[config.mk]
export PLATFORM = sky130hd
export DESIGN_NAME = timed_phase_sequencer
export DESIGN_NICKNAME = d
export VERILOG_FILES = /design/src/rtl/timed_seq_pkg.sv /design/src/rtl/phase_timer.sv /design/src/rtl/timed_phase_sequencer.sv
export SDC_FILE = /design/constraint.sdc
export NUM_CORES = 1
export LEC_CHECK = 0
export CAP_MARGIN = 20
export CORE_MARGIN = 2
export CORE_UTILIZATION = 45
export CTS_CLUSTER_SIZE = 28
export DETAILED_ROUTE_END_ITERATION = 10
export GPL_TIMING_DRIVEN = 0
export HOLD_SLACK_MARGIN = 0.1
export PLACE_DENSITY = 0.75
export RECOVER_POWER = 25
export SETUP_SLACK_MARGIN = 0.15
export SYNTH_ARGS = -nofsm -noshare
export SYNTH_HDL_FRONTEND = slang
export SYNTH_SLANG_ARGS = --single-unit
[constraint.sdc]
create_clock -name clk -period 5.78 [get_ports clk]
set_input_delay 0.867 -clock clk [delete_from_list [all_inputs] [get_ports clk]]
set_output_delay 0.867 -clock clk [all_outputs]
set_load 0.05 [all_outputs]
[src/rtl/timed_seq_pkg.sv]
// Shared types and helpers for the timed phase sequencer.
package timed_seq_pkg;

    typedef enum logic [1:0] {
        S_IDLE = 2'd0,
        S_RUN  = 2'd1,
        S_HOLD = 2'd2
    } state_t;

    // Next phase index, wrapping from the last phase back to 0.
    function automatic int unsigned next_phase_idx(input int unsigned cur,
                                                   input int unsigned n_phases);
        return (cur >= n_phases - 1) ? 0 : cur + 1;
    endfunction

endpackage

[src/rtl/phase_timer.sv]
// Per-phase cycle counter: clear, count-enable (hold when low), saturate at all-ones,
// and expiry compare against a duration limit where a limit of 0 behaves as 1.
module phase_timer
    import timed_seq_pkg::*;
#(
    parameter int T_W = 16
) (
    input  logic           clk,
    input  logic           rst_n,
    input  logic           i_clr,
    input  logic           i_inc,
    input  logic [T_W-1:0] i_limit,
    output logic [T_W-1:0] o_cnt,
    output logic           o_expire
);

    logic [T_W-1:0] r_cnt;
    logic [T_W-1:0] w_last;

    // >= rather than == so a limit lowered below the running count still expires.
    assign w_last   = (i_limit == '0) ? '0 : i_limit - T_W'(1);
    assign o_expire = (r_cnt >= w_last);
    assign o_cnt    = r_cnt;

    always_ff @(posedge clk or negedge rst_n) begin
        if (!rst_n) begin
            r_cnt <= '0;
        end else if (i_clr) begin
            r_cnt <= '0;
        end else if (i_inc && (r_cnt != '1)) begin
            r_cnt <= r_cnt + T_W'(1);
        end
    end

endmodule

[src/rtl/timed_phase_sequencer.sv]
// Runtime-programmable N-phase timed sequencer with hold/skip and Mealy outputs.
// Define OUTPUT_REG_EN to register pattern and phase_done (one extra cycle of latency).
module timed_phase_sequencer
    import timed_seq_pkg::*;
#(
    parameter int               N_PHASES  = 4,
    parameter int               T_W       = 16,
    parameter int               OUT_W     = 3,
    parameter int               DEFAULT_T = 10,
    parameter logic [OUT_W-1:0] IDLE_PAT  = '0,
    localparam int              PH_W      = (N_PHASES > 1) ? $clog2(N_PHASES) : 1
) (
    input  logic             clk,
    input  logic             reset,
    input  logic             en,
    input  logic             hold,
    input  logic             skip,
    input  logic             cfg_we,
    input  logic [PH_W-1:0]  cfg_addr,
    input  logic [T_W-1:0]   cfg_dur,
    input  logic [OUT_W-1:0] cfg_pat,
    output logic [PH_W-1:0]  phase,
    output logic [T_W-1:0]   t_cnt,
    output logic [OUT_W-1:0] pattern,
    output logic             phase_done
);

    state_t           r_state;
    state_t           w_state_next;
    logic [PH_W-1:0]  r_phase;
    logic [PH_W-1:0]  w_phase_next;

    logic [T_W-1:0]   w_dur_tbl [N_PHASES];
    logic [OUT_W-1:0] w_pat_tbl [N_PHASES];

    logic             w_adv;
    logic             w_clr;
    logic             w_inc;
    logic             w_expire;
    logic [T_W-1:0]   w_cnt;
    logic [T_W-1:0]   w_limit;
    logic [OUT_W-1:0] w_pattern;

    // One duration/pattern register pair per phase; out-of-range addresses match no entry.
    genvar gi;
    generate
        for (gi = 0; gi < N_PHASES; gi++) begin : g_tbl
            logic [T_W-1:0]   r_dur;
            logic [OUT_W-1:0] r_pat;

            always_ff @(posedge clk or negedge reset) begin
                if (!reset) begin
                    r_dur <= T_W'(DEFAULT_T);
                    r_pat <= '0;
                end else if (cfg_we && (int'(cfg_addr) == gi)) begin
                    r_dur <= cfg_dur;
                    r_pat <= cfg_pat;
                end
            end

            assign w_dur_tbl[gi] = r_dur;
            assign w_pat_tbl[gi] = r_pat;
        end
    endgenerate

    assign w_limit = w_dur_tbl[r_phase];

    phase_timer #(
        .T_W(T_W)
    ) u_timer (
        .clk      (clk),
        .rst_n    (reset),
        .i_clr    (w_clr),
        .i_inc    (w_inc),
        .i_limit  (w_limit),
        .o_cnt    (w_cnt),
        .o_expire (w_expire)
    );

    always_ff @(posedge clk or negedge reset) begin
        if (!reset) begin
            r_state <= S_IDLE;
            r_phase <= '0;
        end else begin
            r_state <= w_state_next;
            r_phase <= w_phase_next;
        end
    end

    // Priority: en=0, then hold, then skip/expiry.
    always_comb begin
        w_state_next = r_state;
        w_phase_next = r_phase;
        w_clr        = 1'b0;
        w_inc        = 1'b0;
        w_adv        = (r_state == S_RUN) && en && !hold && (w_expire || skip);

        if (!en) begin
            w_state_next = S_IDLE;
            w_phase_next = '0;
            w_clr        = 1'b1;
        end else begin
            case (r_state)
                S_IDLE: begin
                    w_state_next = S_RUN;
                    w_phase_next = '0;
                    w_clr        = 1'b1;
                end
                S_RUN: begin
                    if (hold) begin
                        w_state_next = S_HOLD;
                    end else if (w_adv) begin
                        w_phase_next = PH_W'(next_phase_idx(32'(r_phase), N_PHASES));
                        w_clr        = 1'b1;
                    end else begin
                        w_inc = 1'b1;
                    end
                end
                S_HOLD: begin
                    if (!hold) begin
                        w_state_next = S_RUN;
                    end
                end
                default: begin
                    w_state_next = S_IDLE;
                    w_phase_next = '0;
                    w_clr        = 1'b1;
                end
            endcase
        end

        w_pattern = ((r_state == S_RUN) || (r_state == S_HOLD)) ? w_pat_tbl[r_phase] : IDLE_PAT;
    end

    assign phase = r_phase;
    assign t_cnt = w_cnt;

`ifdef OUTPUT_REG_EN
    logic [OUT_W-1:0] r_pattern;
    logic             r_phase_done;

    always_ff @(posedge clk or negedge reset) begin
        if (!reset) begin
            r_pattern    <= IDLE_PAT;
            r_phase_done <= 1'b0;
        end else begin
            r_pattern    <= w_pattern;
            r_phase_done <= w_adv;
        end
    end

    assign pattern    = r_pattern;
    assign phase_done = r_phase_done;
`else
    assign pattern    = w_pattern;
    assign phase_done = w_adv;
`endif

endmodule

; After elaboration in Yosys (flattened, before gate mapping)
; Cells that the tools add are included.
[word_totals]
out_inout_bits = 22
ff_bits = 96
input_bits = 27
wordCells = 73
[classes]
eq_ne = 11
addsub = 3
bitwise_logic = 1
magnitude_cmp = 3
muxes = 27
n_reduce_logical = 17
[ops]
columns = cell, count
row1 = $mux W16, 5
row2 = $bmux W16 S2, 1
row3 = $add A16 B1 Y16 const B, 1
row4 = $ge A16 B16 Y1, 1
row5 = $logic_not A16 Y1, 1
row6 = $ne A16 B16 Y1 const B, 1
row7 = $sub A16 B1 Y16 const B, 1
row8 = $mux W2, 7
row9 = $ne A3 B3 Y1 const B, 4
row10 = $mux W3, 3
row11 = $logic_and A1 B1 Y1, 8
row12 = $mux W1, 7
row13 = $bmux W3 S2, 1
row14 = $eq A2 B2 Y1 const B, 3
row15 = $pmux W2 S3, 1
row16 = $eq A2 B1 Y1 const B, 2
row17 = $logic_not A2 Y1, 2
row18 = $pmux W2 S2, 1
row19 = $ge A3 B3 Y1 const B, 1
row20 = $not A2 Y3, 1
row21 = $reduce_and A3 Y1, 1
row22 = $add A2 B1 Y2 const B, 1
row23 = $ge A2 B2 Y1 const B, 1
row24 = $logic_or A1 B1 Y1, 2
row25 = other kinds (5), 5

; Longest topological paths before layout
; Gate-level depths: netlist of the first run.
[logic_depth]
ltp_word = 16
ltp_mapped = 19
mapped_depth_nobuf = 15

; Hierarchy
; A second synthesis of the first run with hierarchy kept.
[unflattened]
hier_cells = 395
hier_area_um2 = 5287.6
[modules_own_cells]
columns = mod, instances, area_per_inst_um2, cells_per_inst
row1 = timed_phase_sequencer, 1, 3804.9, 217
row2 = phase_timer, 1, 1482.7, 178

; Worst setup path before layout of the first run
; Ideal clock, no wire load.
[synth_timing]
path_kind = reg-to-output
start = register r_phase[0], in the netlist phase[0]
end = output phase_done
required_time_ns = 4.913
arrival_time_ns = 4.541
stages_incl_launch_ff = 17
setup_slack_ns = 0.372
cell_sequence = dfrtp_1 > buf_6 > buf_2 > mux4_2 > inv_1 > ha_1 > nand2b_1 > nor2_1 > nor4b_1 > xor2_1 > nand2_1 > ha_1 > nand4_1 > nor3_1 > o311ai_1 > and3_1 > nor2_1
[synth_via]
elab_chain_len = 9
word_cells_on_any_way = 10
[synth_lines]
columns = item, line_no
row1 = start: declaration, timed_phase_sequencer.sv:30  ; logic [PH_W-1:0] r_phase;
row2 = start signal: assignment, timed_phase_sequencer.sv:86  ; r_phase <= w_phase_next;
row3 = $not A2 Y3 (implied by the code) *, timed_phase_sequencer.sv:66  ; assign w_limit = w_dur_tbl[r_phase];
row4 = $bmux W16 S2 *, timed_phase_sequencer.sv:66
row5 = $mux W16 (implied by the code) * (2 in series), timed_phase_sequencer.sv:66
row6 = $sub A16 B1 Y16 / $logic_not A16 Y1 (equally long branches), phase_timer.sv:21  ; assign w_last = (i_limit == '0) ? '0 : i_limit - T_W'(1);
row7 = $mux W16 *, phase_timer.sv:21
row8 = $ge A16 B16 Y1 *, phase_timer.sv:22  ; assign o_expire = (r_cnt >= w_last);
row9 = $logic_or A1 B1 Y1 *, timed_phase_sequencer.sv:96  ; w_adv = (r_state == S_RUN) && en && !hold && (w_expire || skip);
row10 = $logic_and A1 B1 Y1 *, timed_phase_sequencer.sv:96
row11 = end: declaration, timed_phase_sequencer.sv:25  ; output logic phase_done
; Every way passes the cells marked *; elsewhere a longest branch is shown, timed or not. The select of a mux whose other input is x is not followed.

; Worst setup path in the final report of the first run
; Ends and elaborated chain as after synthesis.

==> summary.txt, run 1 <==
Outcome
  – Outcome: finished with violations
  – Violated checks: max-capacitance violations, max-slew violations

Layout
  – Layout cells sized above 1: 28.93%
  – Fin nets: 523
  – Cell Count, Final, Fillers Out: 620
  – Util after Layout: 54.60%
  – Final instance area: 6181 um2
  – Fillers: 971
  – Layout overhead on the synthesized area: 19.53%
  – Diodes inserted: 0

Worst setup path
  – Critical Path End Type: output port
  – CP arrival: 4.51 ns
  – Slowest stage delay, CP: 0.57 ns
  – Worst endpoint required time: 4.91 ns
  – Crit Path Category: reg -> out
  – Crit start category: flip-flop
  – Crit-path most repeated cell: ha_1
  – CP max FO: 10
  – Cell count of the worst reg-to-reg path: 16
  – Worst-path cell chain: buf_6 > buf_8 > mux4_2 > inv_1 > ha_1 > nand2b_1 > nor2_2 > nor4b_2 > xor2_1 > nand2_1 > ha_1 > nand4_1 > nor3_4 > o311ai_4 > and3_1 > nor2_1 > buf_4
  – Slowest CP cell: mux4_2

Drt
  – Routed Antenna Nets: 0
  – Vias per cell: 5.760
  – First-pass detailed-route iteration total: 4
  – Final WL: 11.12 mm
  – WL met3: 488 um
  – Max Used Layer: met4
  – Met2 wire length: 5.623 mm
  – DR DRC count: 0
  – Via count: 3,571
  – Drt wl/cell: 17.93 um
  – Wl on met1: 4.900 mm
  – Initial DRC Count: 200

GRT
  – Global-route wire length before repair: 19.04 mm
  – Global route total overflow: 0
  – Initial antenna violation count: 0
  – Vias in the first global route: 3,753
  – Largest net degree at the start of global routing: 72
  – Tot GR Track Use: 19.07%

STA
  – Hold Slack: 0.4979 ns
  – Max Fclk: 0.1859 GHz
  – Fin. Hold Viols: 0
  – Final Slew Violations: 72
  – Unrepaired setup endpoints after global routing: false
  – Setup Skew: 0.005267 ns
  – Max_slew headroom: -106.9%
  – Final min period: 5.379 ns
  – Final worst-path cycle share: 93.07%
  – Worst slew pin tran: 3.103 ns
  – Final count of negative-setup-slack endpoints: 0

CTS
  – Sinks on Clock Net: 96
  – Clock Latency Late Sink: 0.35 ns
  – Max H-tree Level: 3
  – Cts hold-fix bufs: 0
  – CTS tree: done
  – Buffer levels on the longest clock path: 2
  – CTS clock-pin slew for the worst setup and hold paths: 0.07 ns
  – Num CTS Buffers: 9
  – Root Buffer: clkbuf_16

Synth
  – Top-area cell type share of the netlist area: 42.58%
  – Most common cell in the netlist: dfrtp_1
  – Area leader, netlist: dfrtp_1
  – Post-Synthesis Cells: 412
  – Synth warn: 0
  – Post-Synthesis Net Count: 463
  – Synthesized area: 5171 um2
  – Seq/Total Area, Yosys: 46.65%
  – Count of cell types in the netlist: 52
  – Top area cells in the synthesized netlist: dfrtp_1, mux2_2, mux4_2, ha_1, dfstp_2
  – Post-synth ARST share: 100.0%
  – Top FF cell, synth: dfrtp_1
  – Post-synth EDFFs: 0
  – Synth Register Bits: 96
  – Post-synthesis average cell area: 12.55 um2
  – Post-synth top cells: dfrtp_1, mux2_2, nand2_1, ha_1, mux4_2

Pwr
  – Comb pwr share: 22.9%
  – Pleak: 2.525 nW
  – Reg power frac: 46.1%
  – Power Internal: 0.001289 W
  – VDD IR max: 0.1716 mV
  – Clock Power Share: 31.0%
  – PD cells: 292.6 nW/um2
  – Sw Share: 28.72%
  – Psw: 0.0005195 W

Placed design
  – GP Congestion: 0.8074
  – Placement Cell Area: 5856 um2
  – Cells after DPL: 604
  – DPL Wire Length: 7.892 mm
  – IO Port Bufs: 48

Floorplan
  – Number of cell rows: 39
  – Core area: 11,320 um2
  – Io pins: 49
  – Die H: 111.2 um
  – Die W: 111.2 um
  – Initial Util: 45.68%
  – Die area: 12,370 um2

Min path
  – Hold Crit Class: reg -> reg
  – Hold Path Depth: 1

Run
  – Maxcap violations: 1
registers in the layout, indices dropped and copies added, names as in the netlist:
signal / count
g_tbl.r_dur: 64
g_tbl.r_pat: 12
r_state: 2
phase: 2
u_timer.o_cnt: 16
final cells by class:
cell class	count	area, um2	share of cell area [%]
Buffer	16	85.08	1.377
Clock inverter	7	55.05	0.8907
Clock buffer	9	225.2	3.644
Multi-Input combinational cell	294	2716	43.95
Tap cell	143	178.9	2.895
Inverter	6	22.52	0.3644
Sequential cell	96	2414	39.05
Timing Repair Buffer	49	484.2	7.834
worst max-delay path, delay by kind of cell (launching register included):
kind / cells / cell delay, ns
compound gates: 1 / 0.16
simple gates: 8 / 1.54
buf+inv: 4 / 0.76
flops: 1 / 0.44
xor+xnor: 1 / 0.21
mux: 1 / 0.57
fa+ha+maj: 2 / 0.47
power groups by stage:
stage | registers [W] | logic [W] | clock network, W
after floorplan | 0.000829 | 0.000292 | 0
final | 0.000835 | 0.000414 | 0.000560
after global placement | 0.000836 | 0.000386 | 0
after detailed placement | 0.000845 | 0.000405 | 0
after global routing | 0.000848 | 0.000458 | 0.000609
after CTS | 0.000833 | 0.000410 | 0.000570
through the flow:
step | TNS [ns] | total power, W | worst slack [ns]
floorplan | 0 | 0.001121 | 0.3724
global placement | -0.5795 | 0.001222 | -0.5795
detailed placement | -1.607 | 0.001250 | -0.7182
CTS | 0 | 0.001814 | 0.1844
global route | 0 | 0.001914 | 0.1465
finish | 0 | 0.001809 | 0.4007
worst paths after layout:
| kind | startpoint | end | slack [ns] |
|---|---|---|---|
| worst max-delay path | phase[0] | phase_done | 0.40 |
| max in group asynchronous | reset | g_tbl[1].r_dur[6] | 1.21 |
| worst min-delay path | g_tbl[0].r_dur[6] | g_tbl[0].r_dur[6] | 0.50 |
| min in group asynchronous | reset | u_timer.o_cnt[3] | 0.83 |
| worst min register to register | g_tbl[0].r_dur[6] | g_tbl[0].r_dur[6] | 0.50 |
| worst max register to register | phase[0] | u_timer.o_cnt[8] | 0.63 |
cells in the final DEF, fill, tap and decap left out, drive strengths merged, types with 10 or more instances in the layout:
cell type	instances
o21ai	10
dfrtp	88
mux4	19
clkbuf	20
ha	24
a21oi	17
xor2	12
nor2	15
nand2	29
mux2	76
clkdlybuf4s50	46
layer usage:
layer / track usage, % / up-vias
met4: 4.362 / 0
met2: 31.99 / 91
met3: 4.319 / 10
li1: - / 1667
met5: 0 / -
met1: 25.42 / 1803
cell families after synthesis:
| family | after synthesis | share of synthesized area (%) |
|---|---|---|
| adder cells (fa/ha/maj) | 24 | 5.807 |
| XOR/XNOR | 15 | 2.541 |
| multiplexers | 97 | 25.36 |
| flip-flops | 96 | 46.65 |
| AO/OA/AOI/OAI | 46 | 5.541 |
| AND/OR/NAND/NOR | 112 | 12.32 |
| buffers and inverters | 22 | 1.790 |
what timing repair did:
action | CTS | global route
hold endpoints to repair | 0 | 0
gates cloned | 0 | 0
pin swaps | 0 | 1
resized for setup | 14 | 8
setup buffers | 0 | 0
setup endpoints to repair | 15 | 5
Power figures use the tool's default switching activity.
==> inputs of run 2 (changes only) <==
- GPL_ROUTABILITY_DRIVEN: unset -> 0
- GPL_TIMING_DRIVEN: 0 -> unset
- PLACE_DENSITY: 0.75 -> 0.65
==> summary.txt, run 2 (synthesized netlist as in run 1, its figures left out) <==
Layout
  – Most common cell after layout, fill and taps aside: dfrtp_1 (unchanged)
  – Max reg flops: 64 (unchanged)
  – Most frequent cells in the layout: dfrtp_1, mux2_2, clkdlybuf4s50_1 (unchanged)
  – Fillers: 975 (was 971)
  – Fin nets: 519 (was 523)
  – Layout cells sized above 1: 30.51% (was 28.93%)
  – Layout overhead on the synthesized area: 20.32% (was 19.53%)
  – Util after Layout: 54.96% (was 54.60%)
  – Top reg by flops: g_tbl.r_dur (unchanged)
  – Seq. cell area: 2415 um2 (was 2414 um2)
  – Area of the multi-input gates: 2695 um2 (was 2716 um2)
  – Diodes inserted: 0 (unchanged)
  – Final instance area: 6222 um2 (was 6181 um2)

Pwr
  – Psw: 0.0005039 W (was 0.0005195 W)
  – PD cells: 296.7 nW/um2 (was 292.6 nW/um2)
  – Power Internal: 0.001342 W (was 0.001289 W)
  – Reg power frac: 45.4% (was 46.1%)
  – Sw Share: 27.29% (was 28.72%)
  – Comb pwr share: 21.8% (was 22.9%)
  – Pleak: 2.576 nW (was 2.525 nW)
  – Clock Power Share: 32.7% (was 31.0%)
  – VDD IR max: 0.2386 mV (was 0.1716 mV)

GRT
  – Initial antenna violation count: 0 (unchanged)
  – Global-route wire length before repair: 18.29 mm (was 19.04 mm)
  – Vias in the first global route: 3,627 (was 3,753)
  – Global route total overflow: 0 (unchanged)
  – Largest net degree at the start of global routing: 59 (was 72)
  – Tot GR Track Use: 18.58% (was 19.07%)

Drt
  – Vias per cell: 5.675 (was 5.760)
  – Via count: 3,490 (was 3,571)
  – Final WL: 10.72 mm (was 11.12 mm)
  – Initial DRC Count: 220 (was 200)
  – Routed Antenna Nets: 0 (unchanged)
  – First-pass detailed-route iteration total: 4 (unchanged)
  – Drt wl/cell: 17.43 um (was 17.93 um)
  – DR DRC count: 0 (unchanged)

Worst setup path
  – Cell count of the worst reg-to-reg path: 15 (was 16)
  – Crit path to: phase_done (unchanged)
  – Internal reg-to-reg setup slack: 1.09 ns (was 0.63 ns)
  – Crit Path Category: reg -> out (unchanged)
  – Worst endpoint required time: 4.91 ns (about the same)
  – CP arrival: 4.38 ns (was 4.51 ns)
  – CP max FO: 16 (was 10)
  – Critical Path End Type: output port (unchanged)
  – Crit path launch: phase[0] (unchanged)
  – R2R Path End: u_timer.o_cnt[13] (was u_timer.o_cnt[8])
  – R2r startpoint: phase[0] (unchanged)
  – Crit start category: flip-flop (unchanged)

Outcome
  – Violated checks: max-capacitance violations, max-slew violations (unchanged)
  – Outcome: finished with violations (unchanged)

CTS
  – CTS clock-pin slew for the worst setup and hold paths: 0.07 ns (about the same)
  – Sinks on Clock Net: 96 (unchanged)
  – CTS tree: done (unchanged)
  – Max H-tree Level: 3 (unchanged)
  – Root Buffer: clkbuf_16 (unchanged)
  – Num CTS Buffers: 9 (unchanged)
  – Buffer levels on the longest clock path: 2 (unchanged)
  – Clock Latency Late Sink: 0.35 ns (about the same)

Placed design
  – DPL Wire Length: 7.709 mm (was 7.892 mm)
  – IO Port Bufs: 48 (unchanged)
  – Pre-CTS WS: 0.5934 ns (was -0.7182 ns)
  – Placement Cell Area: 5863 um2 (was 5856 um2)

STA
  – Final count of negative-setup-slack endpoints: 0 (unchanged)
  – Max Fclk: 0.1907 GHz (was 0.1859 GHz)
  – Final Slew Violations: 40 (was 72)
  – Final min period: 5.243 ns (was 5.379 ns)
  – Worst slew pin tran: 2.072 ns (was 3.103 ns)
  – Final worst-path cycle share: 90.71% (was 93.07%)
  – Unrepaired setup endpoints after global routing: false (unchanged)
  – Hold Slack: 0.5040 ns (was 0.4979 ns)
  – Setup Skew: 0.009198 ns (was 0.005267 ns)
  – Max_slew headroom: -38.16% (was -106.9%)
  – Fin. Hold Viols: 0 (unchanged)
  – Setup TNS: 0 ns (unchanged)
  – Final worst slack: 0.5368 ns (was 0.4007 ns)

Min path
  – Hold Path Depth: 1 (unchanged)
  – Hold Crit Class: reg -> reg (unchanged)
  – Hold_sp: g_tbl[3].r_dur[6] (was g_tbl[0].r_dur[6])

Floorplan
  – Die W: 111.2 um (unchanged)
  – Number of cell rows: 39 (unchanged)
  – Initial Util: 45.68% (unchanged)
  – Die area: 12,370 um2 (unchanged)
  – Core area: 11,320 um2 (unchanged)
  – Io pins: 49 (unchanged)
  – Die H: 111.2 um (unchanged)

Run
  – Maxcap violations: 1 (unchanged)
## run 2: cell count changes in the layout (fill, tap and decap cells not counted), moves of 2 or more
cell      delta
clkinv_4     -2
nor3_4       -2
clkinv_2     -2
buf_2        -2
buf_4        +8
buf_1        -2
clkbuf_1     -8
## run 2: through the flow
step / cells / total power [W]
after floorplan: 412 / 0.001121
after global placement: 597 / 0.001234
after detailed placement: 598 / 0.001254
after CTS: 613 / 0.001866
after global routing: 615 / 0.001946
final: 615 / 0.001846
## run 2: worst min-delay path by stage
stage | to | slack, ns
after global placement | g_tbl[1].r_dur[8] | 0.48
after CTS | u_timer.o_cnt[10] | 0.50
after global routing | g_tbl[1].r_dur[2] | 0.51
final | g_tbl[3].r_dur[6] | 0.50
after detailed placement | g_tbl[3].r_pat[2] | 0.49
after floorplan | g_tbl[1].r_dur[6] | 0.47
## run 2: critical path: stages, from the launching register on
cell	delay, ns
dfrtp_2	0.52
buf_4	0.30
mux4_2	0.58
or4_4	0.49
nor3_4	0.30
nand3b_4	0.21
and4b_1	0.24
a21oi_2	0.11
ha_1	0.15
nand4_1	0.11
nor3_1	0.27
o311ai_1	0.17
and3_1	0.23
nor2_2	0.18
buf_12	0.17
## run 2: power by group through the flow
| stage | Combinational [W] | Sequential [W] | Clock (W) |
|---|---|---|---|
| finish | 0.000403 | 0.000839 | 0.000604 |
| detailed placement | 0.000404 | 0.000850 | 0 |
| CTS | 0.000405 | 0.000838 | 0.000622 |
| global placement | 0.000390 | 0.000844 | 0 |
| floorplan | 0.000292 | 0.000829 | 0 |
| global route | 0.000449 | 0.000852 | 0.000646 |
## run 2: per-layer routing
layer / GRT usage (%) / part of all wire (%)
met1: 24.81 / 47
met2: 30.37 / 49
met3: 4.757 / 3.2
met4: 4.938 / 1.4
met5: 0 / 0
## run 2: area by class of cell
class | instances | share of cell area, %
multi-input combinational | 294 | 43.31
sequential | 96 | 38.81
timing repair buffer | 61 | 9.873
clock buffer | 11 | 3.901
tap | 143 | 2.876
clock inverter | 4 | 0.8647
inverter | 6 | 0.3620
## run 2: repair_timing
action / 4_1_cts / 5_1_grt
gates resized for setup: 0 / 6
endpoints found under the setup margin: 0 / 1
buffers inserted: 0 / 0
hold buffers: 0 / 0
hold endpoints to repair: 0 / 0
